$ cat config.mk
export PLATFORM = sky130hd
export DESIGN_NAME = oob_link_sched
export DESIGN_NICKNAME = d
export VERILOG_FILES = /design/src/rtl/oob_link_sched_pkg.sv /design/src/rtl/oob_sched_timer.sv /design/src/rtl/oob_link_sched.sv
export SDC_FILE = /design/constraint.sdc
export NUM_CORES = 1
export LEC_CHECK = 0
export BUFFER_PORTS_ARGS = -buffer_cell sky130_fd_sc_hd__buf_2
export CORE_AREA = 2 2 86 88
export DETAILED_ROUTE_END_ITERATION = 8
export DIE_AREA = 0 0 88 90
export HOLD_SLACK_MARGIN = 0.03
export PLACE_DENSITY = 0.65
export SLEW_MARGIN = 20
export SYNTH_ARGS = -nofsm -noshare
export SYNTH_HDL_FRONTEND = slang
export SYNTH_SLANG_ARGS = --single-unit
$ cat constraint.sdc
create_clock -name i_clk -period 2.9 [get_ports i_clk]
set_input_delay 0.58 -clock i_clk [delete_from_list [all_inputs] [get_ports i_clk]]
set_output_delay 0.58 -clock i_clk [all_outputs]
set_load 0.03 [all_outputs]
$ cat src/rtl/oob_link_sched_pkg.sv
// rtl/oob_link_sched_pkg.sv - shared types and constants for the OOB link scheduler
// Purpose : FSM state encoding, line-rate codes, timer width and a saturating
//           counter helper used by oob_link_sched and oob_sched_timer.
// Ports   : none (package)
package oob_link_sched_pkg;

   typedef enum logic [2:0] {
      ST_IDLE      = 3'd0,
      ST_START     = 3'd1,
      ST_BUSY      = 3'd2,
      ST_BACKOFF   = 3'd3,
      ST_RATE_DOWN = 3'd4,
      ST_WAIT_GTX  = 3'd5,
      ST_LINKED    = 3'd6,
      ST_FAIL      = 3'd7
   } state_t;

   // Line-rate codes on speed_sel; 0 is always the slowest rate.
   localparam logic [1:0] SPEED_GEN1 = 2'd0;
   localparam logic [1:0] SPEED_GEN2 = 2'd1;
   localparam logic [1:0] SPEED_GEN3 = 2'd2;
   localparam logic [1:0] SPEED_MAX  = SPEED_GEN3;

   localparam int TMR_W = 32;

   function automatic logic [15:0] sat_inc16(input logic [15:0] v);
      return (v == 16'hFFFF) ? v : v + 16'd1;
   endfunction

endpackage

$ cat src/rtl/oob_sched_timer.sv
// rtl/oob_sched_timer.sv - loadable down-counter with zero flag
// Purpose : single wait timer shared by the BACKOFF and WAIT_GTX states.
// Ports   : i_clk       clock
//           i_rst       synchronous active-high reset (count cleared)
//           i_load      load i_load_val this cycle (takes priority over counting)
//           i_load_val  value to load
//           o_zero      count has reached zero
module oob_sched_timer
   import oob_link_sched_pkg::*;
#(
   parameter int W = TMR_W
) (
   input  logic         i_clk,
   input  logic         i_rst,
   input  logic         i_load,
   input  logic [W-1:0] i_load_val,
   output logic         o_zero
);

   logic [W-1:0] r_cnt;

   always_ff @(posedge i_clk) begin
      if (i_rst) begin
         r_cnt <= '0;
      end else if (i_load) begin
         r_cnt <= i_load_val;
      end else if (r_cnt != '0) begin
         r_cnt <= r_cnt - 1'b1;
      end
   end

   assign o_zero = (r_cnt == '0);

endmodule

$ cat src/rtl/oob_link_sched.sv
// rtl/oob_link_sched.sv - link bring-up scheduler sequencing the OOB engine
// Purpose : issues oob_start, retries with backoff on error/silence, steps the
//           line rate down on repeated failure or incompatibility, retrains after
//           link_down, and owns phy_ready, speed_sel and GTX reset requests.
// Build   : define OOB_LINK_SCHED_STATS_EN to build the statistics counters;
//           otherwise o_stat_* are tied to zero.
// Ports   : i_clk/i_rst            clock, synchronous active-high reset
//           i_gtx_ready            all GTX resets done
//           i_rxbyteisaligned      GTX comma alignment (resynchronised here)
//           i_link_up/i_link_down  OOB engine link status events
//           i_oob_error/i_oob_silence/i_oob_incompatible  OOB failure events
//           i_cominit_req          device-initiated COMINIT seen
//           i_restart              pulse: leave FAIL at the fastest rate
//           o_oob_start            pulse: begin an OOB sequence
//           o_cominit_allow        OOB engine may answer device COMINIT
//           o_speed_sel[1:0]       rate select, 0 = slowest
//           o_gtx_reset_req        pulse: reset GTX after a rate change
//           o_phy_ready/o_link_fail  link usable / all rates exhausted
//           o_state_dbg[2:0]       current FSM state
//           o_stat_retries/o_stat_linkdowns[15:0]  saturating event counts
module oob_link_sched
   import oob_link_sched_pkg::*;
#(
   parameter int CLK_SPEED_GRADE = 2,
   parameter int MAX_RETRIES     = 4,
   parameter int BACKOFF_CYCLES  = 1024,
   parameter int SETTLE_CYCLES   = 64,
   parameter int NUM_SPEEDS      = 3
) (
   input  logic        i_clk,
   input  logic        i_rst,
   input  logic        i_gtx_ready,
   input  logic        i_rxbyteisaligned,
   input  logic        i_link_up,
   input  logic        i_link_down,
   input  logic        i_oob_error,
   input  logic        i_oob_silence,
   input  logic        i_oob_incompatible,
   input  logic        i_cominit_req,
   input  logic        i_restart,
   output logic        o_oob_start,
   output logic        o_cominit_allow,
   output logic [1:0]  o_speed_sel,
   output logic        o_gtx_reset_req,
   output logic        o_phy_ready,
   output logic        o_link_fail,
   output logic [2:0]  o_state_dbg,
   output logic [15:0] o_stat_retries,
   output logic [15:0] o_stat_linkdowns
);

   localparam int RW = (MAX_RETRIES > 1) ? $clog2(MAX_RETRIES + 1) : 1;
   localparam logic [RW-1:0] RETRY_LAST = RW'(MAX_RETRIES - 1);
   localparam logic [1:0] SPEED_TOP = 2'(NUM_SPEEDS - 1);

   // The timer loads one cycle after the state is entered and the exit happens on
   // the edge after it reads zero, so two cycles are taken off the load value to
   // make the state last exactly the requested number of cycles.
   localparam int BACKOFF_TOTAL = BACKOFF_CYCLES * CLK_SPEED_GRADE;
   localparam logic [TMR_W-1:0] BACKOFF_LOAD =
      (BACKOFF_TOTAL > 2) ? TMR_W'(BACKOFF_TOTAL - 2) : '0;
   localparam logic [TMR_W-1:0] SETTLE_LOAD =
      (SETTLE_CYCLES > 2) ? TMR_W'(SETTLE_CYCLES - 2) : '0;

   state_t            r_state;
   logic [RW-1:0]     r_retry_cnt;
   logic [1:0]        r_speed_sel;
   logic              r_oob_start;
   logic              r_cominit_allow;
   logic              r_gtx_reset_req;
   logic              r_phy_ready;
   logic              r_link_fail;
   logic              r_tmr_load;
   logic [TMR_W-1:0]  r_tmr_val;
   logic              r_rx_r;
   logic              r_rx_rr;
   logic              w_tmr_zero;
   logic              w_tmr_done;
`ifdef OOB_LINK_SCHED_STATS_EN
   logic [15:0]       r_stat_retries;
   logic [15:0]       r_stat_linkdowns;
`endif

   oob_sched_timer #(.W(TMR_W)) u_timer (
      .i_clk      (i_clk),
      .i_rst      (i_rst),
      .i_load     (r_tmr_load),
      .i_load_val (r_tmr_val),
      .o_zero     (w_tmr_zero)
   );

   // A zero count is stale while a load is still pending.
   assign w_tmr_done = w_tmr_zero & ~r_tmr_load;

   always_ff @(posedge i_clk) begin
      if (i_rst) begin
         r_rx_r  <= 1'b0;
         r_rx_rr <= 1'b0;
      end else begin
         r_rx_r  <= i_rxbyteisaligned;
         r_rx_rr <= r_rx_r;
      end
   end

   always_ff @(posedge i_clk) begin
      if (i_rst) begin
         r_state         <= ST_IDLE;
         r_retry_cnt     <= '0;
         r_speed_sel     <= SPEED_TOP;
         r_oob_start     <= 1'b0;
         r_cominit_allow <= 1'b0;
         r_gtx_reset_req <= 1'b0;
         r_phy_ready     <= 1'b0;
         r_link_fail     <= 1'b0;
         r_tmr_load      <= 1'b0;
         r_tmr_val       <= '0;
`ifdef OOB_LINK_SCHED_STATS_EN
         r_stat_retries   <= 16'h0;
         r_stat_linkdowns <= 16'h0;
`endif
      end else begin
         r_oob_start     <= 1'b0;
         r_gtx_reset_req <= 1'b0;
         r_tmr_load      <= 1'b0;

         case (r_state)
            ST_IDLE: begin
               if (i_gtx_ready) begin
                  r_state     <= ST_START;
                  r_oob_start <= 1'b1;
               end
            end

            ST_START: begin
               if (!i_gtx_ready) begin
                  r_state <= ST_IDLE;
               end else begin
                  r_state <= ST_BUSY;
               end
            end

            ST_BUSY: begin
               if (!i_gtx_ready) begin
                  r_state <= ST_IDLE;
               end else if (i_link_up) begin
                  r_state         <= ST_LINKED;
                  r_retry_cnt     <= '0;
                  r_cominit_allow <= 1'b1;
               end else if (i_oob_incompatible) begin
                  r_state <= ST_RATE_DOWN;
               end else if (i_oob_error || i_oob_silence) begin
                  r_retry_cnt <= r_retry_cnt + 1'b1;
`ifdef OOB_LINK_SCHED_STATS_EN
                  r_stat_retries <= sat_inc16(r_stat_retries);
`endif
                  if (r_retry_cnt >= RETRY_LAST) begin
                     r_state <= ST_RATE_DOWN;
                  end else begin
                     r_state         <= ST_BACKOFF;
                     r_cominit_allow <= 1'b1;
                     r_tmr_load      <= 1'b1;
                     r_tmr_val       <= BACKOFF_LOAD;
                  end
               end
            end

            ST_BACKOFF: begin
               if (!i_gtx_ready) begin
                  r_state         <= ST_IDLE;
                  r_cominit_allow <= 1'b0;
               end else if (i_cominit_req || w_tmr_done) begin
                  r_state         <= ST_START;
                  r_oob_start     <= 1'b1;
                  r_cominit_allow <= 1'b0;
               end
            end

            ST_RATE_DOWN: begin
               r_retry_cnt <= '0;
               if (r_speed_sel == SPEED_GEN1) begin
                  r_state     <= ST_FAIL;
                  r_link_fail <= 1'b1;
               end else begin
                  r_state         <= ST_WAIT_GTX;
                  r_speed_sel     <= r_speed_sel - 2'd1;
                  r_gtx_reset_req <= 1'b1;
                  r_tmr_load      <= 1'b1;
                  r_tmr_val       <= SETTLE_LOAD;
               end
            end

            ST_WAIT_GTX: begin
               if (w_tmr_done && i_gtx_ready) begin
                  r_state     <= ST_START;
                  r_oob_start <= 1'b1;
               end
            end

            ST_LINKED: begin
               r_phy_ready <= i_gtx_ready & r_rx_rr;
               if (!i_gtx_ready) begin
                  r_state         <= ST_IDLE;
                  r_cominit_allow <= 1'b0;
                  r_phy_ready     <= 1'b0;
               end else if (i_link_down) begin
                  r_state     <= ST_BACKOFF;
                  r_retry_cnt <= '0;
                  r_phy_ready <= 1'b0;
                  r_tmr_load  <= 1'b1;
                  r_tmr_val   <= BACKOFF_LOAD;
`ifdef OOB_LINK_SCHED_STATS_EN
                  r_stat_linkdowns <= sat_inc16(r_stat_linkdowns);
`endif
               end
            end

            ST_FAIL: begin
               if (i_restart) begin
                  r_state     <= ST_IDLE;
                  r_speed_sel <= SPEED_TOP;
                  r_retry_cnt <= '0;
                  r_link_fail <= 1'b0;
               end
            end

            default: begin
               r_state <= ST_IDLE;
            end
         endcase
      end
   end

   assign o_oob_start      = r_oob_start;
   assign o_cominit_allow  = r_cominit_allow;
   assign o_speed_sel      = r_speed_sel;
   assign o_gtx_reset_req  = r_gtx_reset_req;
   assign o_phy_ready      = r_phy_ready;
   assign o_link_fail      = r_link_fail;
   assign o_state_dbg      = r_state;
`ifdef OOB_LINK_SCHED_STATS_EN
   assign o_stat_retries   = r_stat_retries;
   assign o_stat_linkdowns = r_stat_linkdowns;
`else
   assign o_stat_retries   = 16'h0;
   assign o_stat_linkdowns = 16'h0;
`endif

endmodule

After elaboration in Yosys (flattened, before gate mapping) --
Index checks and enable logic that the tools add are counted.
Operators by class: add/subtract/negate cells 3, $lt $le $gt $ge 1, equal/unequal tests 26, muxes and demuxes 64, bitwise logic cells 4, reductions and logical operators 19
Operators with widths (number):
- $mux W32 | 10
- $pmux W32 S3 | 1
- $mux W3 | 18
- $logic_not A32 Y1 | 1
- $reduce_bool A32 Y1 | 1
- $sub A32 B1 Y32 const B | 1
- $ne A2 B2 Y1 const B | 13
- $mux W1 | 24
- $pmux W3 S8 | 1
- $ne A3 B3 Y1 const B | 5
- $reduce_and A7 Y1 | 2
- $eq A3 B3 Y1 const B | 4
- $pmux W3 S4 | 1
- $pmux W1 S3 | 3
- $reduce_and A9 Y1 | 1
- $mux W2 | 4
- $eq A3 B2 Y1 const B | 2
- $reduce_and A3 Y1 | 2
- $reduce_and A6 Y1 | 1
- $reduce_bool A3 Y1 | 2
- $ne A5 B5 Y1 const B | 1
- $pmux W2 S2 | 1
- $reduce_bool A2 Y1 | 2
- $reduce_bool A4 Y1 | 1
- 12 further kinds | 15
Word-level totals: bits in registers 80, bits of input ports 11, output and inout bits 42

Longest topological paths before layout --
depth after elaboration 7, gate-level depth with buffers 8, mapped depth without buffers 7

Cells and area by module --
A second synthesis with hierarchy kept.
Unflattened totals: cells, all modules 376, area, all modules 3159.3 um^2
Modules (own cells, without submodules):
- oob_sched_timer | instances 1, cells each 210, area an instance 1834.3 um^2, sequential area each 640.6 um^2
- oob_link_sched | instances 1, cells each 166, area an instance 1325.0 um^2, sequential area each 360.3 um^2

Least setup slack after synthesis --
OpenSTA, ideal clock, no wires.
kind flip-flop to flip-flop, start reg u_timer.r_cnt[20], end reg r_cominit_allow, in the netlist o_cominit_allow, data arrival time 2.322 ns, setup slack 0.457 ns, cell stages (with the launch flop) 8, buffers on the path 2, path through dfxtp_1 -> or4_1 -> buf_2 -> or4_4 -> buf_6 -> nor3_4 -> o211ai_2 -> mux2_4
On the way: longest elaborated chain between the ends 5
RTL lines:
- from (decl) | RTL line oob_sched_timer.sv:20 | logic [W-1:0] r_cnt;
- from (signal assigned) | RTL line oob_sched_timer.sv:26 | r_cnt <= i_load_val;
- from (signal assigned) | RTL line oob_sched_timer.sv:28 | r_cnt <= r_cnt - 1'b1;
- $logic_not A32 Y1 | RTL line oob_sched_timer.sv:32 | assign o_zero = (r_cnt == '0);
- $and A1 B1 Y1 | RTL line oob_link_sched.sv:93 | assign w_tmr_done = w_tmr_zero & ~r_tmr_load;
- $logic_or A1 B1 Y1 | RTL line oob_link_sched.sv:171 | end else if (i_cominit_req || w_tmr_done) begin
- $ne A3 B3 Y1 (no source line)
- $reduce_and A7 Y1 (no source line)
- to (signal assigned) | RTL line oob_link_sched.sv:111 | r_cominit_allow <= 1'b0;
- to (signal assigned) | RTL line oob_link_sched.sv:170 | r_cominit_allow <= 1'b0;
- to (signal assigned) | RTL line oob_link_sched.sv:174 | r_cominit_allow <= 1'b0;
- to (decl) | RTL line oob_link_sched.sv:69 | logic r_cominit_allow;
Every way passes these cells. A chain may end at the register's enable or synchronous reset.

Final worst setup path --
start reg u_timer.r_cnt[20], end reg u_timer.r_cnt[23]
On the way: longest elaborated chain between the ends 3, elaborated cells between the ends (all ways) 5, those cells by class add/sub (1); mux (2); reduce/logical (2)
RTL lines:
- $sub A32 B1 Y32 | RTL line oob_sched_timer.sv:28
- $mux W32 | RTL line oob_sched_timer.sv:27 | end else if (r_cnt != '0) begin
- $mux W32 | RTL line oob_sched_timer.sv:25 | end else if (i_load) begin
Parallel ways exist; a longest one is shown, timed or not. The select of a mux whose other input is x is not followed.

==> metrics.txt <==
status=finished, final reports clean; worst skew pair latency=0.30 ns; layout cells sized above 1=0.136; nets@finish=398; post-CTS sizing=0; Total GRT Usage=0.164; Power Total=3.47 mW; CP required=3.07 ns; Primary FF master, synth=dfxtp_1; initial detailed-routing violation count=116; leakage=1.27 nW; TritonCTS clock tree=yes; vias per cell=5.37; Period minus WS final=2.54 ns; setup TNS=0 ns; total grt overflow=0; first-pass GRT wire length=10800 um; final hold violations=0; Buf/Inv on CP=1; Post-route DRC=0; power per cell area=1080 mW/mm2; clk root buf=clkbuf_8; die area=0.00792 mm2; clock transition at the registers of the reported paths=0.09 ns; CP cell instances=or4_1 > or4_4 > o211ai_2 > buf_4 > or4_1 > a21oi_1; critical path arrival=2.71 ns; buffers added on ports=20; Starting Density=0.432; Place WS=0.382 ns; post-route antenna net violation count=0; most frequent cell after synthesis=dfxtp_1; Final setup viols=0; antenna violations before repair=0; Fmax=0.394 GHz; Setup Skew=0.00549 ns; drt pass-1 iters=4; Max Cap Viol=0; Synth area leaders=dfxtp_1, buf_4, a21oi_1, o31ai_1, or4_1; critical path's top delay family=simple AND/OR/NAND/NOR gates; Num CTS Buffers=5; # IOs=53; Mean Syn Cell Area=8.27 um2; # rows=31; most frequent cells after synthesis=dfxtp_1, a21oi_1, buf_4; Post-CTS Hold Buffers=0; Synth-to-Final Area Change=6.27%; sequential fraction of the synthesis area=0.330; distinct cell type count after synthesis=55; slew at the pin closest to its max-slew limit=0.784 ns; met2 WL post-DR=3180 um; slowest CP cell=or4_1; width of the die=88 um; RSZ-0062 raised after global routing=no; WL per Instance=13.1 um; largest net degree at the start of global routing=34; Setup crit start kind=register; worst-path fanout max=10; hpwl dp=4660 um; asr flop ratio synth=0; Syn. warnings=0; Slew Limit Fails=0; DRT met1 WL=2840 um; area share of the largest cell type after synthesis=0.330; leading area contributor after synthesis=dfxtp_1; Syn Inst Count=367; WL final=6330 um; Final Hold Slack=0.458 ns; critical path type=register to register; most used cell, CP=or4_1; core footprint=0.00702 mm2; vias in the first global route=2365; Relative slew margins=0.464; HP Class=register to register; clock buffer depth=2; CP peak stage delay=0.66 ns; EDFF count, synth=0; Final Worst Setup Slack=0.362 ns; met3 wire length=188 um; gpl congestion=0.877; routed vias=2590; Worst VDD drop=0.526 mV; top layer in use=met4; Post-Syn Area=0.00304 mm2; Yosys reg bits=50; chip height=90 um; fin crit share=0.875; number of setup buffers added after CTS=0; H-tree depth=2; clk sinks=50; ANT cells=0; Critical Path Sink Type=register
-- cells by family after synthesis --
logic type	synth area share
buffers and inverters	0.124
other	0.00124
flip-flops	0.330
AO/OA/AOI/OAI	0.222
AND/OR/NAND/NOR	0.249
XOR/XNOR	0.0317
adder cells (fa/ha/maj)	0.0206
multiplexers	0.0218
-- per-layer routing --
metal	vias up	GRT usage
met5	-	0
met3	10	0.0294
li1	1316	-
met1	1214	0.209
met2	50	0.278
met4	0	0.0500
-- sequential cells by signal (all words and copies together), names as in the netlist --
register and cells:
u_timer.r_cnt 32, o_phy_ready 1, r_tmr_val 2, o_link_fail 1, o_cominit_allow 1, r_rx_rr 1
r_retry_cnt 3, o_gtx_reset_req 1, o_speed_sel 2, r_tmr_load 1, r_rx_r 1, o_oob_start 1
o_state_dbg 3
-- final timing paths --
check | startpoint | to | slack (ns) | depth (start not counted)
worst max-delay path | u_timer.r_cnt[20]$_SDFFE_PP0P_ | u_timer.r_cnt[23]$_SDFFE_PP0P_ | 0.36 | 6
worst min-delay path | r_rx_r$_SDFF_PP0_ | r_rx_rr$_SDFF_PP0_ | 0.46 | 1
worst max register to register | u_timer.r_cnt[20]$_SDFFE_PP0P_ | u_timer.r_cnt[23]$_SDFFE_PP0P_ | 0.36 | 6
worst min register to register | r_rx_r$_SDFF_PP0_ | r_rx_rr$_SDFF_PP0_ | 0.46 | 1
-- layout by cell type, fill, tap and decap left out, types with 6 or more instances in the layout --
cell type,n
nor3_1,7
a21oi_1,37
nand3_1,6
conb_1,32
xnor2_1,7
o21ai_0,12
dfxtp_1,50
buf_2,20
inv_1,13
or3_1,15
nand2b_1,6
buf_4,9
nor2b_1,8
nor2_1,22
o21a_1,6
o31ai_1,17
or4_1,17
nand2_1,16
nor4_1,7
-- area by class of cell --
type | count | area (um2)
inverter | 13 | 48.8
clock inverter | 2 | 37.5
timing repair buffer | 29 | 168
clock buffer | 6 | 72.6
tap | 99 | 124
fill | 704 | 3790
multi-input combinational | 283 | 1770
sequential | 50 | 1000
-- metrics by stage --
stage           util  cell area [um2]  std cells
6_report       0.459             3230        482
5_1_grt        0.459             3230        482
4_1_cts        0.459             3230        482
3_5_place_dp   0.444             3120        474
3_3_place_gp   0.444             3120        474
2_1_floorplan      -             3150        398
-- power by group --
part | internal (mW) | switching [mW] | total (mW) | leakage, nW
logic | 0.793 | 1.13 | 1.92 | 0.815
clock network | 0.257 | 0.221 | 0.479 | 0.0514
registers | 0.879 | 0.193 | 1.07 | 0.407
total | 1.93 | 1.54 | 3.47 | 1.27
(Power assumes the default switching activity.)
